<file path="config.mk">
export PLATFORM = sky130hd
export DESIGN_NAME = nonce_sequencer_flat
export DESIGN_NICKNAME = d
export VERILOG_FILES = /design/src/rtl/nonce_sequencer_if.sv /design/src/rtl/nonce_sequencer.sv /design/src/flat_wrapper.sv
export SDC_FILE = /design/constraint.sdc
export NUM_CORES = 1
export LEC_CHECK = 0
export ABC_AREA = 1
export CAP_MARGIN = 20
export CORE_ASPECT_RATIO = 1.2
export CORE_MARGIN = 2
export CORE_UTILIZATION = 46
export DETAILED_ROUTE_END_ITERATION = 8
export PLACE_DENSITY = 0.77
export SYNTH_ARGS = -nofsm -noshare
export SYNTH_HDL_FRONTEND = slang
export SYNTH_SLANG_ARGS = --single-unit
</file>
<file path="constraint.sdc">
create_clock -name clk -period 10.55 [get_ports clk]
set_input_delay 1.5825 -clock clk [delete_from_list [all_inputs] [get_ports clk]]
set_output_delay 1.5825 -clock clk [all_outputs]
set_load 0.03 [all_outputs]
</file>
<file path="src/rtl/nonce_sequencer_if.sv">
// Handshake bundle between the nonce sequencer, its header/target source and the hash core.
interface nonce_sequencer_if #(
  parameter int BYTE = 8
);
  logic                 start;
  logic [BYTE*12-1:0]   data_in;
  logic [7:0]           target;
  logic [BYTE*16-1:0]   hash_block;
  logic                 hash_start;
  logic                 hash_done;
  logic [BYTE*3-1:0]    hash_in;
  logic                 finished;
  logic [31:0]          nonce_out;
  logic                 exhausted;

  // Environment side: drives the search request and the hash core results.
  modport master (
    output start, data_in, target, hash_done, hash_in,
    input  hash_block, hash_start, finished, nonce_out, exhausted
  );

  // Sequencer side.
  modport slave (
    input  start, data_in, target, hash_done, hash_in,
    output hash_block, hash_start, finished, nonce_out, exhausted
  );
endinterface

</file>
<file path="src/rtl/nonce_sequencer.sv">
// Nonce search control: appends a 32-bit nonce to a latched 12-byte header,
// launches one hash per nonce and stops on the first hash whose two upper
// bytes are both below the target, or on exhaustion at NONCE_MAX.
module nonce_sequencer #(
  parameter int          BYTE       = 8,
  parameter logic [31:0] NONCE_INIT = 32'h0,
  parameter logic [31:0] NONCE_MAX  = 32'hFFFF_FFFF
) (
  input  logic          clk,
  input  logic          reset,
  nonce_sequencer_if.slave bus
);

  typedef enum logic [2:0] {
    S_IDLE, S_LOAD, S_WAIT, S_CHECK, S_DONE, S_FAIL
  } state_t;

  state_t               state_q;
  logic [BYTE*12-1:0]   data_q;
  logic [7:0]           target_q;
  logic [31:0]          nonce_q;
  logic [BYTE*3-1:0]    hash_q;
  logic [BYTE*16-1:0]   hash_block_q;
  logic                 hash_start_q;
  logic                 finished_q;
  logic [31:0]          nonce_out_q;
  logic                 exhausted_q;

  logic                 accept_d;
  logic                 pass_d;

  // start only counts in the resting states; mid-search it is ignored.
  always_comb begin
    accept_d = bus.start &&
               (state_q == S_IDLE || state_q == S_DONE || state_q == S_FAIL);
    // Low hash byte is intentionally not part of the difficulty test.
    pass_d   = (hash_q[BYTE*3-1 -: 8] < target_q) &&
               (hash_q[BYTE*2-1 -: 8] < target_q);
  end

  // Search FSM with registered outputs; finished/exhausted rise one cycle
  // after entering DONE/FAIL so nonce_out is only non-zero alongside finished.
  always_ff @(posedge clk or posedge reset) begin
    if (reset) begin
      state_q      <= S_IDLE;
      data_q       <= '0;
      target_q     <= '0;
      nonce_q      <= '0;
      hash_q       <= '0;
      hash_block_q <= '0;
      hash_start_q <= 1'b0;
      finished_q   <= 1'b0;
      nonce_out_q  <= '0;
      exhausted_q  <= 1'b0;
    end else begin
      hash_start_q <= 1'b0;
      if (accept_d) begin
        data_q      <= bus.data_in;
        target_q    <= bus.target;
        nonce_q     <= NONCE_INIT;
        finished_q  <= 1'b0;
        nonce_out_q <= '0;
        exhausted_q <= 1'b0;
        state_q     <= S_LOAD;
      end else begin
        case (state_q)
          S_LOAD: begin
            hash_block_q <= {data_q, nonce_q};
            hash_start_q <= 1'b1;
            state_q      <= S_WAIT;
          end
          S_WAIT: begin
            if (bus.hash_done) begin
              hash_q  <= bus.hash_in;
              state_q <= S_CHECK;
            end
          end
          S_CHECK: begin
            if (pass_d) begin
              state_q <= S_DONE;
            end else if (nonce_q == NONCE_MAX) begin
              state_q <= S_FAIL;
            end else begin
              nonce_q <= nonce_q + 32'd1;
              state_q <= S_LOAD;
            end
          end
          S_DONE: begin
            finished_q  <= 1'b1;
            nonce_out_q <= nonce_q;
          end
          S_FAIL: begin
            exhausted_q <= 1'b1;
          end
          default: state_q <= S_IDLE;
        endcase
      end
    end
  end

  assign bus.hash_block = hash_block_q;
  assign bus.hash_start = hash_start_q;
  assign bus.finished   = finished_q;
  assign bus.nonce_out  = nonce_out_q;
  assign bus.exhausted  = exhausted_q;

endmodule

</file>
<file path="src/flat_wrapper.sv">
// flat-port wrapper written by rule: the top's interface ports become plain ports
module nonce_sequencer_flat 
#(
  parameter int          BYTE       = 8,
  parameter logic [31:0] NONCE_INIT = 32'h0,
  parameter logic [31:0] NONCE_MAX  = 32'hFFFF_FFFF
)
  (clk, reset, bus_start, bus_data_in, bus_target, bus_hash_done, bus_hash_in, bus_hash_block, bus_hash_start, bus_finished, bus_nonce_out, bus_exhausted);
  nonce_sequencer_if #(.BYTE(BYTE)) bus_i ();
  input  logic clk;
  input  logic reset;
  input wire logic [$bits(bus_i.start)-1:0] bus_start;
  input wire logic [$bits(bus_i.data_in)-1:0] bus_data_in;
  input wire logic [$bits(bus_i.target)-1:0] bus_target;
  input wire logic [$bits(bus_i.hash_done)-1:0] bus_hash_done;
  input wire logic [$bits(bus_i.hash_in)-1:0] bus_hash_in;
  output wire logic [$bits(bus_i.hash_block)-1:0] bus_hash_block;
  output wire logic [$bits(bus_i.hash_start)-1:0] bus_hash_start;
  output wire logic [$bits(bus_i.finished)-1:0] bus_finished;
  output wire logic [$bits(bus_i.nonce_out)-1:0] bus_nonce_out;
  output wire logic [$bits(bus_i.exhausted)-1:0] bus_exhausted;
  assign bus_i.start = bus_start;
  assign bus_i.data_in = bus_data_in;
  assign bus_i.target = bus_target;
  assign bus_i.hash_done = bus_hash_done;
  assign bus_i.hash_in = bus_hash_in;
  assign bus_hash_block = bus_i.hash_block;
  assign bus_hash_start = bus_i.hash_start;
  assign bus_finished = bus_i.finished;
  assign bus_nonce_out = bus_i.nonce_out;
  assign bus_exhausted = bus_i.exhausted;
  nonce_sequencer #(.BYTE(BYTE), .NONCE_INIT(NONCE_INIT), .NONCE_MAX(NONCE_MAX)) u_core (.clk(clk), .reset(reset), .bus(bus_i));
endmodule
</file>
==> impl_metrics.ini, run 1 <==
[layout]
finalNetCount = 1996
seq_area_um2 = 7960
n_fill_cell = 2447
drive_gt1_share_pct = 5.39
multi_input_area_um2 = 4820
synthToLayoutAreaGrowth_pct = 31.5
design_area_um2 = 17600

[cts]
cts_resized = 0
cts_tree = built
root_buffer = clkbuf_16
post_cts_buffers = 0
clock-sinks = 318
clock_latency_ns = 0.56
htreeDepth = 1
cts_buffers = 31
postCtsHoldBufs = 0
clk_pin_slew_ns = 0.07
clk_path_buf_depth = 3

[synthesis]
synth_area_leaders = dfrtp_1 60%, nand2_1 23%, nor2_1 2.6%
synth_common_cells = 831 x nand2_1, 318 x dfrtp_1, 92 x nor2_1
syn_nets = 1738
synth_ff_type = dfrtp_1
ys_types = 27
synth_warnings = 0
yosys.area_share.simple_pct = 29.2
synth-xor-area-share_pct = 0.328
yosysMostFrequentCell = nand2_1
synth_fa_ha_area_share_pct = 1.40
yosysTopAreaCell = dfrtp_1
synth_compound_area_share_pct = 3.87
synth_top_family_by_area = simple AND/OR/NAND/NOR gates
syn_inst = 1591
synthMuxAreaShare_pct = 1.26
synth-seq-cells = 318
yosysTopAreaCellShare_pct = 59.5
syn_avg_cell_area_um2 = 8.40
async_reset_ff_share_pct = 100
netlist_area_um2 = 13400
synth-seq-area-share_pct = 59.5
synth_edf_count = 0

[timing]
worst_slew_pin_slew_ns = 1.08
fin_hold_ws_ns = 0.470
rsz0062_at_grt = false
hold_violations = 0
skew_ns = 0.0148
relSlewSlack_pct = 28.1
period_needed_ns = 4.00
max_freq_ghz = 0.250
fin_setup_tns_ns = 0
setup_viol = 0
period_share_pct = 37.9
slew_viol_final = 0

[worst_setup_path]
arrival_ns = 4.49
cp_max_fo = 53
worst-setup-path-type = input pin to register
rr_worst_depth = 9
cp-end-kind = register
worstSetupStartpointType = input pin
required_ns = 11.04

[power]
powerDensity_nw_per_um2 = 328
worst_ir_drop_vdd_uv = 165
p_leak_nw = 8.57

[detailed_routing]
via_per_inst = 4.96
antenna_left = 0
wl_um = 35200
drc = 0
dr_wl_met3_um = 2190
drt_pass1_iterations = 7
routed.top_layer = met4
route.met2.wl_um = 18000
via_count = 11200
wire_per_inst_um = 15.6
m1WireLength_um = 13500
drt_iter0_drc = 814

[die]
io_pins = 295
die_area_um2 = 30400
die_w_um = 160
num_rows = 68
die-height_um = 191
start_util_pct = 46.6
core_um2 = 28700

[min_path]
min_delay_path_depth = 2
hold_class = register to register

[global_routing]
grt_max_degree = 108
grt_overflow = 0
grt_pass1_wl_um = 56000
grt_pass1_vias = 10900
antenna_found_initial = 1
grt_use_total_pct = 22.6

[placement]
place_area_um2 = 16500
dpl.hpwl_um = 23100
io_buffers = 286
place_congestion = 0.927

[outcome]
status = finished clean

[flow_run]
cap_violations = 0
layout make-up:
cell class / instances / area share, %
sequential: 318 / 45.3
antenna: 1 / 0.0142
clock inverter: 19 / 1.23
clock buffer: 38 / 4.85
inverter: 70 / 1.57
multi-input combinational: 1130 / 27.4
tap: 385 / 2.74
timing repair buffer: 298 / 16.9
stage by stage:
stage,util (%),cells,setup slack (ns),power [mW]
floorplan,-,1591,0.168,3.68
global placement,57.5,2200,6.01,4.56
detailed placement,57.5,2200,5.99,4.63
CTS,61.2,2257,6.59,5.81
global route,61.3,2259,6.28,6.16
finish,61.3,2259,6.55,5.77
where the power goes:
group	internal, mW	total (mW)	switching, mW
clock network	0.674	1.15	0.474
logic	0.899	2.53	1.63
registers	1.76	2.09	0.324
total	3.34	5.77	2.43
kinds of logic (layout without fill, tap and decap cells):
group,after synthesis,count (layout)
simple gates,995,995
flops,318,318
buf+inv,143,425
fa+ha+maj,15,15
other cells,0,1
xor+xnor,5,5
compound gates,100,100
mux,15,15
path summary, 6_finish.rpt:
kind	to	startpoint	slack [ns]
max	u_core.nonce_q[26]$_DFFE_PP0P_	bus_start	6.55
min reg2reg	u_core.bus.hash_block[84]$_DFFE_PP0P_	u_core.bus.hash_block[84]$_DFFE_PP0P_	0.47
max in group asynchronous	u_core.bus.hash_block[53]$_DFFE_PP0P_	reset	6.75
max reg2reg	u_core.nonce_q[26]$_DFFE_PP0P_	u_core.nonce_q[0]$_DFFE_PP0P_	7.35
min in group asynchronous	u_core.bus.hash_block[74]$_DFFE_PP0P_	reset	1.53
min	u_core.bus.hash_block[84]$_DFFE_PP0P_	u_core.bus.hash_block[84]$_DFFE_PP0P_	0.47
worst max-delay path: stages:
cell	delay [ns]
clkdlybuf4s50_1	0.44
o21ai_4	0.07
buf_4	0.51
nand3_2	0.76
nand3_2	0.83
nand2_1	0.15
nand2_1	0.11
registers in the layout (all words and copies together), names as in the netlist:
name                   flops
u_core.hash_q             16
u_core.data_q             96
u_core.bus.nonce_out      32
u_core.target_q            8
u_core.bus.exhausted       1
u_core.nonce_q            32
u_core.state_q             3
u_core.bus.hash_start      1
u_core.bus.hash_block    128
u_core.bus.finished        1
cell usage in the layout (no fill, tap or decap), types with 6 or more instances in the layout:
cell / count
nand2_1: 831
dfrtp_1: 318
clkdlybuf4s50_1: 286
nor2_1: 92
inv_1: 61
o21ai_0: 60
nand4_1: 32
clkbuf_16: 31
o21ai_1: 30
nand3_1: 22
mux2_2: 15
ha_1: 15
buf_4: 11
clkinv_2: 9
nor3_1: 8
a21oi_1: 7
inv_2: 6
metal layers:
metal | track usage [%] | vias to the layer above
li1 | - | 5451
met5 | 0 | -
met2 | 39.4 | 326
met3 | 4.52 | 80
met4 | 9.69 | 0
met1 | 27.3 | 5338
Note: power is estimated with default switching activity, not from simulation.
==> inputs of run 2 (changes only) <==
--- a/config.mk
+++ b/config.mk
@@ -9,9 +9,9 @@
 export CAP_MARGIN = 20
 export CORE_ASPECT_RATIO = 1.2
 export CORE_MARGIN = 2
-export CORE_UTILIZATION = 46
+export CORE_UTILIZATION = 51
 export DETAILED_ROUTE_END_ITERATION = 8
-export PLACE_DENSITY = 0.77
+export PLACE_DENSITY = 0.81
 export SYNTH_ARGS = -nofsm -noshare
 export SYNTH_HDL_FRONTEND = slang
 export SYNTH_SLANG_ARGS = --single-unit
==> constraint.sdc (replaced) <==
create_clock -name clk -period 4.18 [get_ports clk]
set_input_delay 0.627 -clock clk [delete_from_list [all_inputs] [get_ports clk]]
set_output_delay 0.627 -clock clk [all_outputs]
set_load 0.03 [all_outputs]
==> run 2 against run 1 <==
  * Global-route usage up 3.0 points
  * Critical path depth up 3
  * First-iteration DRC count down 5.3%
  * Wire length down 0.37%
  * Combinational power rose to 2.5 times the previous value
  * Sequential cell count unchanged
  * Worst hold slack worse by 0.074 ns
  * Largest cell class unchanged
  * Highest routed layer is now met5
==> impl_metrics.ini, run 2 (same netlist as run 1, synthesis figures left out) <==
[outcome]
status = finished clean

[timing]
period_needed_ns = 2.74
skew_ns = 0.00898
worst_slew_pin_slew_ns = 1.08
slew_viol_final = 0
fin_setup_tns_ns = 0
setup_viol = 0
hold_violations = 0
period_share_pct = 65.6
relSlewSlack_pct = 28.0
max_freq_ghz = 0.365
rsz0062_at_grt = false

[cts]
htreeDepth = 1
clk_path_buf_depth = 3
cts_tree = built
postCtsHoldBufs = 0
cts_buffers = 30
clock_latency_ns = 0.55
clk_pin_slew_ns = 0.06
root_buffer = clkbuf_16
post_cts_buffers = 0
clock-sinks = 318
cts_resized = 0

[detailed_routing]
drt_pass1_iterations = 8
drt_iter0_drc = 771
via_per_inst = 5.10
antenna_left = 0
via_count = 11200
drc = 0
wl_um = 35000
wire_per_inst_um = 15.9

[global_routing]
grt_max_degree = 130
grt_pass1_wl_um = 58500
antenna_found_initial = 2
use_met3_pct = 5.11
grt_overflow = 0
use_met1_pct = 31.7
grt_use_total_pct = 25.6
grt_pass1_vias = 11600
top_usage_layer = met2
met2_usage_pct = 44.5

[die]
die_area_um2 = 27500
num_rows = 64
core_um2 = 25600
die-height_um = 181
die_w_um = 152
io_pins = 295
start_util_pct = 52.2

[worst_setup_path]
r2r-start = u_core.nonce_q[0]$_DFFE_PP0P_
cp_slowest_cell = nand3_2
cp-end-kind = register
path_delay_family = simple AND/OR/NAND/NOR gates
rrSetupSlack_ns = 1.44
critPathMaxStageDelay_ns = 0.65
crit_top_cell = nand2_1
critPathLaunch = u_core.nonce_q[0]$_DFFE_PP0P_
arrival_ns = 3.18
required_ns = 4.61
path_buf_inv = 1
worst-setup-path-type = register to register
crit_chain = ha_1 > nand2_1 > nor2_4 > nand2_2 > nor2_4 > nand3_2 > buf_4 > nand3_2 > nand2_1 > nand2_1
cp_max_fo = 32
worstSetupStartpointType = register

[power]
powerDensity_nw_per_um2 = 826
worst_ir_drop_vdd_uv = 467
p_leak_nw = 8.55
power_mw = 14.4

[layout]
stdcell_count = 2203
final_common_cell = nand2_1
n_fill_cell = 2007
design_area_um2 = 17500
largest_reg_flops = 128
drive_gt1_share_pct = 5.40
layout_common_cells = 831 x nand2_1, 318 x dfrtp_1, 286 x clkdlybuf4s50_1, 92 x nor2_1, 61 x inv_1
multi_input_area_um2 = 4820
final_util_pct = 68.2
finalNetCount = 1997
synthToLayoutAreaGrowth_pct = 30.8
seq_area_um2 = 7960

[min_path]
hold_class = input pin to asynchronous set/reset pin

[placement]
io_buffers = 286
placed_cells_incl_taps = 2148
dpl.hpwl_um = 23500
place_congestion = 0.930
place_area_um2 = 16500

[flow_run]
cap_violations = 0
==> run 2: changes by cell type in the layout (fill, tap and decap cells not counted), sizes merged <==
cell	before	now
clkinvlp	1	2
clkbuf	38	39
bufinv	4	2
inv	73	69
clkinv	11	12
buf	12	14
==> run 2: final cells by class <==
class                   count  area share [%]
diodes                      1          0.0143
well taps                 330            2.36
multi-input cells        1130            27.6
inverters                  70            1.55
clock inverters            15           0.794
clock buffers              39            5.01
flip-flops and latches    318            45.5
repair buffers            300            17.2
==> run 2: worst paths after layout <==
check	to	cells past startpoint
max in group asynchronous	u_core.data_q[29]$_DFFE_PP0P_	3
min in group clk	u_core.bus.hash_block[38]$_DFFE_PP0P_	2
min reg2reg	u_core.bus.hash_block[38]$_DFFE_PP0P_	2
max	u_core.nonce_q[3]$_DFFE_PP0P_	10
max reg2reg	u_core.nonce_q[3]$_DFFE_PP0P_	10
min	u_core.data_q[0]$_DFFE_PP0P_	2
==> run 2: per-stage QoR <==
| stage | worst slack [ns] | hold WS, ns |
|---|---|---|
| 3_5_place_dp | 1.02 | 0.457 |
| 3_3_place_gp | 1.07 | 0.452 |
| 6_report | 1.44 | 0.396 |
| 2_1_floorplan | -0.686 | 0.449 |
| 4_1_cts | 1.48 | 0.377 |
| 5_1_grt | 1.24 | 0.406 |
==> run 2: worst register-to-register path: cells and delay by family, from the launching register on <==
| family | cells | cell delay, ns |
|---|---|---|
| simple gates | 8 | 1.50 |
| flops | 1 | 0.47 |
| buf+inv | 1 | 0.36 |
| fa+ha+maj | 1 | 0.29 |
==> run 2: metal layers <==
layer	part of all wire (%)	wire length (µm)
met4	3.8	1320
met5	0.037	13
met2	51	17800
met1	39	13700
met3	6.1	2150
==> run 2: power by group <==
group / total [mW] / leakage, nW / internal (mW) / switching, mW
Combinational: 6.38 / 3.95 / 2.26 / 4.12
Sequential: 5.31 / 4.10 / 4.45 / 0.856
Clock: 2.76 / 0.509 / 1.60 / 1.16
Total: 14.4 / 8.55 / 8.31 / 6.13
==> inputs of run 3 (changes only) <==
==> constraint.sdc (replaced) <==
create_clock -name clk -period 2.8 [get_ports clk]
set_input_delay 0.42 -clock clk [delete_from_list [all_inputs] [get_ports clk]]
set_output_delay 0.42 -clock clk [all_outputs]
set_load 0.03 [all_outputs]
==> run 3 against run 2 <==
  * Sequential share of layout area is 0.15 points lower
  * Cell area is 0.32% higher
  * Combinational power is 51% higher
  * Power is 50% higher
  * Core utilization is 0.22 points higher
  * Clock skew is 0.018 ns higher
  * Worst hold slack worse by 0.19 ns
  * Sequential power is 49% higher
  * Non-clock buffer count is 5 higher
  * Maximum frequency is 24% higher
  * Clock power is 50% higher
  * Worst setup slack worse by 0.86 ns
  * Largest cell class unchanged
  * Largest power group unchanged
==> impl_metrics.ini, run 3 (same netlist as run 1, synthesis figures left out) <==
[timing]
worst_slew_pin_slew_ns = 1.09
skew_ns = 0.0268
max_freq_ghz = 0.451
hold_violations = 0
fin_hold_ws_ns = 0.210
period_needed_ns = 2.22
setup_viol = 0
period_share_pct = 79.3
relSlewSlack_pct = 27.1
slew_viol_final = 0
fin_setup_tns_ns = 0
rsz0062_at_grt = false

[layout]
largest_reg_flops = 128
layout_common_cells = 831 x nand2_1, 318 x dfrtp_1, 286 x clkdlybuf4s50_1, 92 x nor2_1, 61 x inv_1
synthToLayoutAreaGrowth_pct = 31.2
final_common_cell = nand2_1
drive_gt1_share_pct = 5.69
finalNetCount = 2003

[die]
core_um2 = 25600
die-height_um = 181
die_w_um = 152
start_util_pct = 52.2
die_area_um2 = 27500
num_rows = 64
io_pins = 295

[worst_setup_path]
cp_slowest_cell = dfrtp_1
worst-setup-path-type = register to register
worstSetupStartpointType = register
path_buf_inv = 1
arrival_ns = 2.71
required_ns = 3.29
crit_top_cell = nand2_1
path_delay_family = simple AND/OR/NAND/NOR gates
cp_max_fo = 32
critPathMaxStageDelay_ns = 0.49
crit_chain = ha_1 > nand2_1 > nor2_4 > nand2_2 > nor2_4 > nand3_2 > nand3_2 > buf_4 > nand2_1 > nand2_1
cp-end-kind = register

[cts]
clock_latency_ns = 0.57
clk_pin_slew_ns = 0.07
postCtsHoldBufs = 0
clk_path_buf_depth = 3
cts_tree = built
htreeDepth = 1
root_buffer = clkbuf_16
post_cts_buffers = 0
clock-sinks = 318
cts_resized = 0
cts_buffers = 31

[placement]
dpl.hpwl_um = 24200
place_congestion = 0.888
io_buffers = 286

[power]
powerDensity_nw_per_um2 = 1240
worst_ir_drop_vdd_uv = 801
power_mw = 21.7
p_leak_nw = 8.58

[global_routing]
grt_use_total_pct = 25.8
grt_pass1_vias = 11300
grt_max_degree = 118
grt_overflow = 0
antenna_found_initial = 2
grt_pass1_wl_um = 58200

[detailed_routing]
wire_per_inst_um = 16.3
drt_iter0_drc = 631
antenna_left = 0
drt_pass1_iterations = 5
wl_um = 36000
via_count = 11300
drc = 0
via_per_inst = 5.12

[flow_run]
cap_violations = 0

[min_path]
hold_class = input pin to asynchronous set/reset pin

[outcome]
status = finished clean
-- run 3: through the flow --
stage / area [µm²] / std cells / setup slack (ns) / util (%)
global route: 17500 / 2209 / 0.401 / 68.5
global placement: 16500 / 2153 / 0.685 / 64.5
floorplan: 13400 / 1591 / -1.86 / -
CTS: 17500 / 2209 / 0.591 / 68.5
finish: 17500 / 2210 / 0.581 / 68.5
detailed placement: 16500 / 2153 / 0.632 / 64.5
-- run 3: path summary, 6_finish.rpt --
check,start,end,slack [ns],cells past startpoint
min in group clk,bus_data_in[44],u_core.data_q[44]$_DFFE_PP0P_,0.38,3
hold reg to reg,u_core.bus.hash_block[84]$_DFFE_PP0P_,u_core.bus.hash_block[84]$_DFFE_PP0P_,0.47,2
hold / removal,reset,u_core.nonce_q[13]$_DFFE_PP0P_,0.21,2
setup reg to reg,u_core.nonce_q[0]$_DFFE_PP0P_,u_core.nonce_q[29]$_DFFE_PP0P_,0.58,10
max in group asynchronous,reset,u_core.bus.hash_block[42]$_DFFE_PP0P_,1.73,3
setup / recovery,u_core.nonce_q[0]$_DFFE_PP0P_,u_core.nonce_q[29]$_DFFE_PP0P_,0.58,10
-- run 3: layout make-up --
cell class	instances	area (µm²)
antenna	1	2.50
clock buffer	42	907
clock inverter	14	114
fill	2031	8080
inverter	70	272
multi-input combinational	1130	4820
sequential	318	7960
tap	330	413
timing repair buffer	305	3060
-- run 3: per-layer routing --
layer	wire length [µm]	vias up	GRT usage [%]	share of wire, %
met2	18500	345	45.5	51
met1	14100	5427	31.9	39
met5	10	-	0	0.028
met3	1990	88	4.44	5.5
li1	-	5458	-	-
met4	1380	2	9.76	3.8
-- run 3: power breakdown --
part           internal, mW  total, mW  switching, mW  leakage [nW]
Sequential             6.65       7.93           1.28          4.10
Clock                  2.36       4.15           1.79         0.504
Combinational          3.41       9.62           6.21          3.97
